===== src/rtl/mem_config_mc.sv =====
// Register-mapped configuration block for a multi-channel transfer engine.
// Holds per-channel base/size registers, a start/busy/done/IE control word, and the interrupt.
module mem_config_mc #(
  parameter int unsigned DATA_WIDTH = 32,
  parameter int unsigned NUM_CH     = 2,
  parameter int unsigned CH_BITS    = 1
) (
  input  logic                         clock,
  input  logic                         reset_n,
  input  logic                         cs,
  input  logic                         we,
  input  logic                         oe,
  input  logic [CH_BITS+1:0]           addr,
  input  logic [DATA_WIDTH-1:0]        datain,
  output logic [DATA_WIDTH-1:0]        dataout,
  output logic                         dataout_valid,
  output logic [NUM_CH*DATA_WIDTH-1:0] oBase_Rd_add,
  output logic [NUM_CH*DATA_WIDTH-1:0] oBase_Wr_add,
  output logic [NUM_CH*DATA_WIDTH-1:0] oSize,
  output logic [NUM_CH-1:0]            oStart,
  input  logic [NUM_CH-1:0]            iDone,
  output logic [NUM_CH-1:0]            oBusy,
  output logic                         oIrq
);

  localparam logic [1:0] OFF_RD_BASE = 2'd0;
  localparam logic [1:0] OFF_WR_BASE = 2'd1;
  localparam logic [1:0] OFF_SIZE    = 2'd2;
  localparam logic [1:0] OFF_CTRL    = 2'd3;

  logic [DATA_WIDTH-1:0] rd_base_q [NUM_CH];
  logic [DATA_WIDTH-1:0] wr_base_q [NUM_CH];
  logic [DATA_WIDTH-1:0] size_q    [NUM_CH];
  logic [NUM_CH-1:0]     busy_q, done_q, ie_q, start_q;
  logic [NUM_CH-1:0]     busy_d, done_d, ie_d, start_d;
  logic [NUM_CH-1:0]     ch_hit;
  logic [CH_BITS-1:0]    ch;
  logic [1:0]            off;
  logic                  wr_en, rd_en;
  logic [DATA_WIDTH-1:0] rd_data;

  assign ch    = addr[CH_BITS+1:2];
  assign off   = addr[1:0];
  assign wr_en = cs & we;
  assign rd_en = cs & ~we & oe;

  // One-hot channel decode; an out-of-range channel matches nothing.
  always_comb begin
    ch_hit = '0;
    for (int n = 0; n < int'(NUM_CH); n++) begin
      ch_hit[n] = (ch == CH_BITS'(n));
    end
  end

  // Control-word next state: engine completion is applied last so it wins over W1C and START.
  always_comb begin
    busy_d  = busy_q;
    done_d  = done_q;
    ie_d    = ie_q;
    start_d = '0;
    for (int n = 0; n < int'(NUM_CH); n++) begin
      if (wr_en && ch_hit[n] && off == OFF_CTRL) begin
        ie_d[n] = datain[3];
        if (datain[2]) done_d[n] = 1'b0;
        if (datain[0] && !busy_q[n]) begin
          if (size_q[n] != '0) begin
            start_d[n] = 1'b1;
            busy_d[n]  = 1'b1;
            done_d[n]  = 1'b0;
          end else begin
            done_d[n]  = 1'b1;
          end
        end
      end
      if (busy_q[n] && iDone[n]) begin
        busy_d[n] = 1'b0;
        done_d[n] = 1'b1;
      end
    end
  end

  // Read mux; unmatched channels read as zero.
  always_comb begin
    rd_data = '0;
    for (int n = 0; n < int'(NUM_CH); n++) begin
      if (ch_hit[n]) begin
        case (off)
          OFF_RD_BASE: rd_data = rd_base_q[n];
          OFF_WR_BASE: rd_data = wr_base_q[n];
          OFF_SIZE:    rd_data = size_q[n];
          default:     rd_data = DATA_WIDTH'({ie_q[n], done_q[n], busy_q[n], 1'b0});
        endcase
      end
    end
  end

  always_ff @(posedge clock) begin
    if (!reset_n) begin
      for (int n = 0; n < int'(NUM_CH); n++) begin
        rd_base_q[n] <= '0;
        wr_base_q[n] <= '0;
        size_q[n]    <= '0;
      end
      busy_q        <= '0;
      done_q        <= '0;
      ie_q          <= '0;
      start_q       <= '0;
      dataout       <= '0;
      dataout_valid <= 1'b0;
    end else begin
      // Configuration registers are frozen while their channel is busy.
      for (int n = 0; n < int'(NUM_CH); n++) begin
        if (wr_en && ch_hit[n] && !busy_q[n]) begin
          case (off)
            OFF_RD_BASE: rd_base_q[n] <= datain;
            OFF_WR_BASE: wr_base_q[n] <= datain;
            OFF_SIZE:    size_q[n]    <= datain;
            default:     ;
          endcase
        end
      end
      busy_q        <= busy_d;
      done_q        <= done_d;
      ie_q          <= ie_d;
      start_q       <= start_d;
      dataout_valid <= rd_en;
      if (rd_en) dataout <= rd_data;
    end
  end

  for (genvar n = 0; n < int'(NUM_CH); n++) begin : g_pack
    assign oBase_Rd_add[n*DATA_WIDTH +: DATA_WIDTH] = rd_base_q[n];
    assign oBase_Wr_add[n*DATA_WIDTH +: DATA_WIDTH] = wr_base_q[n];
    assign oSize[n*DATA_WIDTH +: DATA_WIDTH]        = size_q[n];
  end

  assign oStart = start_q;
  assign oBusy  = busy_q;
  assign oIrq   = |(done_q & ie_q);

endmodule


===== config.mk =====
export PLATFORM = sky130hd
export DESIGN_NAME = mem_config_mc
export DESIGN_NICKNAME = d
export VERILOG_FILES = /design/src/rtl/mem_config_mc.sv
export SDC_FILE = /design/constraint.sdc
export NUM_CORES = 1
export LEC_CHECK = 0
export BUFFER_PORTS_ARGS = -buffer_cell sky130_fd_sc_hd__buf_2
export CAP_MARGIN = 20
export CELL_PAD_IN_SITES_DETAIL_PLACEMENT = 1
export CELL_PAD_IN_SITES_GLOBAL_PLACEMENT = 1
export CORE_ASPECT_RATIO = 1.25
export CORE_MARGIN = 3
export CORE_UTILIZATION = 42
export DETAILED_ROUTE_END_ITERATION = 12
export PLACE_DENSITY = 0.8
export SETUP_SLACK_MARGIN = 0.5
export SLEW_MARGIN = 10
export SYNTH_ARGS = -nofsm -noshare
export SYNTH_HDL_FRONTEND = slang
export SYNTH_SLANG_ARGS = --single-unit

===== constraint.sdc =====
create_clock -name clock -period 4.9 [get_ports clock]
set_input_delay 0.735 -clock clock [delete_from_list [all_inputs] [get_ports clock]]
set_output_delay 0.735 -clock clock [all_outputs]
set_load 0.05 [all_outputs]

==> qor.yml <==
status: "finished clean"
rsz0062_at_grt: "no"
r2r_slack_ns: 2.71
post-dp-hpwl_mm: 22.3
cts_hold_buf: 0
cp_slowest_stage_delay_ns: 0.57
synth.top_cells.by_count: "edfxtp_1 (192), and2_1 (63), mux2i_1 (63)"
arrival_ns: 3.07
rr_worst_depth: 3
wl_mm: 31.4
synth_seq_area_share_pct: 68.3
synth_cells: 674
synth_enable_flop_cells: 192
dieWidth_um: 142
synthArstFlopShare_pct: 0
ys_warn_count: 0
slew_viol_final: 0
nets: 979
setup_viol: 0
min_path_cells: 2
cp-start-kind: "input pin"
cts_resized: 0
grt_max_degree: 59
tightestPinTransition_ns: 0.940
finalCritPeriodShare_pct: 58.9
coreArea_um2: 22400
io_buffers: 271
critPathTopFamily: "buffers and inverters"
hold_viol_final: 0
wl_per_cell_um: 25.4
area_growth_pct: 25.5
clock.fmax_mhz: 347
crit_slowest_cell: "buf_2"
fin_skew_ns: 0.00716
htreeDepth: 1
maxCapViolations: 0
cts_setup_buffers: 0
synth_area_um2: 9640
cp.required_ns: 5.08
drt_iter0_drc: 598
worst-path-buf-inv: 2
peakVddDrop_mv: 0.264
numCtsBuffers: 24
timing.final.ws_setup_ns: 2.01
yosysMostFrequentCell: "edfxtp_1"
synth_area_leaders: "edfxtp_1 (60%), dfxtp_1 (8.5%), mux2i_1 (6.5%), and2_1 (4.1%), a32o_1 (3.0%)"
synth-seq-cells: 233
grt-ovfl-total: 0
critical_path.cell_chain: "buf_2 -> nand3_1 -> or3_1 -> o21ai_4 -> buf_4"
cts.clk_slew.worst_paths_ns: 0.06
hold-path-endpoint: "oBusy[1]"
synth_ff_type: "edfxtp_1"
dp_slack_ns: 1.44
path_class: "input pin to register"
grt_pass1_vias: 7445
synth_top_area_share_pct: 59.8
clk_path_buf_depth: 3
slew_headroom_pct: 37.2
route.vias.total: 7105
fin_tns_setup_ns: 0
min_path_type: "input pin to register"
post_synth_num_cell_types: 41
row_count: 61
layout-drive-gt1-share_pct: 37.7
hp-start: "iDone[1]"
syn_area_per_cell_um2: 14.3
fillers: 2372
clk_latency_ns: 0.50
grt_pass1_wl_mm: 46.0
ant_nets: 0
cp-end-kind: "register"
gp_congestion: 0.861
min_period_ns: 2.89
antenna_found_initial: 0
syn_nets: 716
die_height_um: 175
via_per_inst: 5.74
crit_fanout: 32
antenna_cells: 0
power.density_nw_per_um2: 401
firstDrtPassIters: 5
initial_utilization_pct: 43.0
grt_usage_pct: 24.3
p_leak_nw: 4.83
cts_tree: "yes"
remaining_drc_errors: 0
die-area_um2: 24800
yosys.area.top_type: "edfxtp_1"
num_io_pins: 272
timing.rr.start: "oBusy[1]"
clockRootBuffer: "clkbuf_16"
cts.sinks: 233
r2r_end: "wr_base_q[0][49]"
[final cells by class]
| class | instances | area, um^2 | area share, % |
|---|---|---|---|
| clock buffers | 38 | 716 | 5.91 |
| clock inverters | 6 | 26.3 | 0.217 |
| inverters | 2 | 7.51 | 0.0620 |
| multi-input cells | 392 | 2880 | 23.8 |
| flip-flops and latches | 233 | 6590 | 54.4 |
| well taps | 283 | 354 | 2.93 |
| repair buffers | 284 | 1540 | 12.7 |
[cells by family after synthesis]
| logic type | synth area share [%] |
|---|---|
| buffers and inverters | 2.80 |
| AND/OR/NAND/NOR | 11.2 |
| multiplexers | 7.86 |
| AO/OA/AOI/OAI | 9.84 |
| flip-flops | 68.3 |
[worst max-delay path by stage]
stage / depth (start not counted) / end / from / slack (ns)
after floorplan: 5 / rd_base_q[0][32] / addr[2] / 0.57
after global placement: 4 / wr_base_q[0][17] / addr[2] / 1.48
after detailed placement: 4 / size_q[0][7] / addr[2] / 1.44
after CTS: 4 / size_q[0][19] / addr[2] / 1.96
after global routing: 5 / wr_base_q[0][46] / addr[2] / 1.91
final: 5 / wr_base_q[0][49] / addr[2] / 2.01
[cells in the final DEF (no fill, tap or decap), types with 4 or more instances in the layout]
cell and instances:
and2_1 63, dfxtp_1 41, o21ai_0 33, buf_2 270, clkbuf_16 26, o22ai_1 4
edfxtp_1 192, nor4_1 18, nor2_1 9, a32o_1 29, nand2_1 39, mux4_1 4
buf_4 8, and2_2 31, clkbuf_1 10, nor3_1 4, o211ai_1 30, o21ai_4 4
a21oi_1 33, mux2i_1 63
[state kept, by name, indices dropped and copies added, names as in the netlist]
register	cells
oStart	2
done_q	2
size_q	64
ie_q	2
dataout	32
wr_base_q	64
dataout_valid	1
rd_base_q	64
oBusy	2
[routing by layer]
metal	global-route usage, %	wire [um]
met5	0	0
met1	28.5	11700
met2	44.2	16800
met4	9.16	1080
met3	4.08	1840
[metrics by stage]
step                      area (um^2)  std cells  total power [W]  utilization (%)  hold slack, ns
after global routing            12100       1238          0.00500             53.9           0.428
final                           12100       1238          0.00485             53.9           0.432
after CTS                       12000       1234          0.00487             53.6           0.419
after global placement          11200       1188          0.00314             50.1           0.447
after floorplan                  9640        674          0.00292                -           0.464
after detailed placement        11300       1190          0.00316             50.3           0.452
[power breakdown]
group          internal, W  switching, W  leakage (nW)
clock network      0.00100      0.000725         0.363
logic             0.000165      0.000604          2.30
registers          0.00226      0.000100          2.17
(Power assumes the default switching activity.)
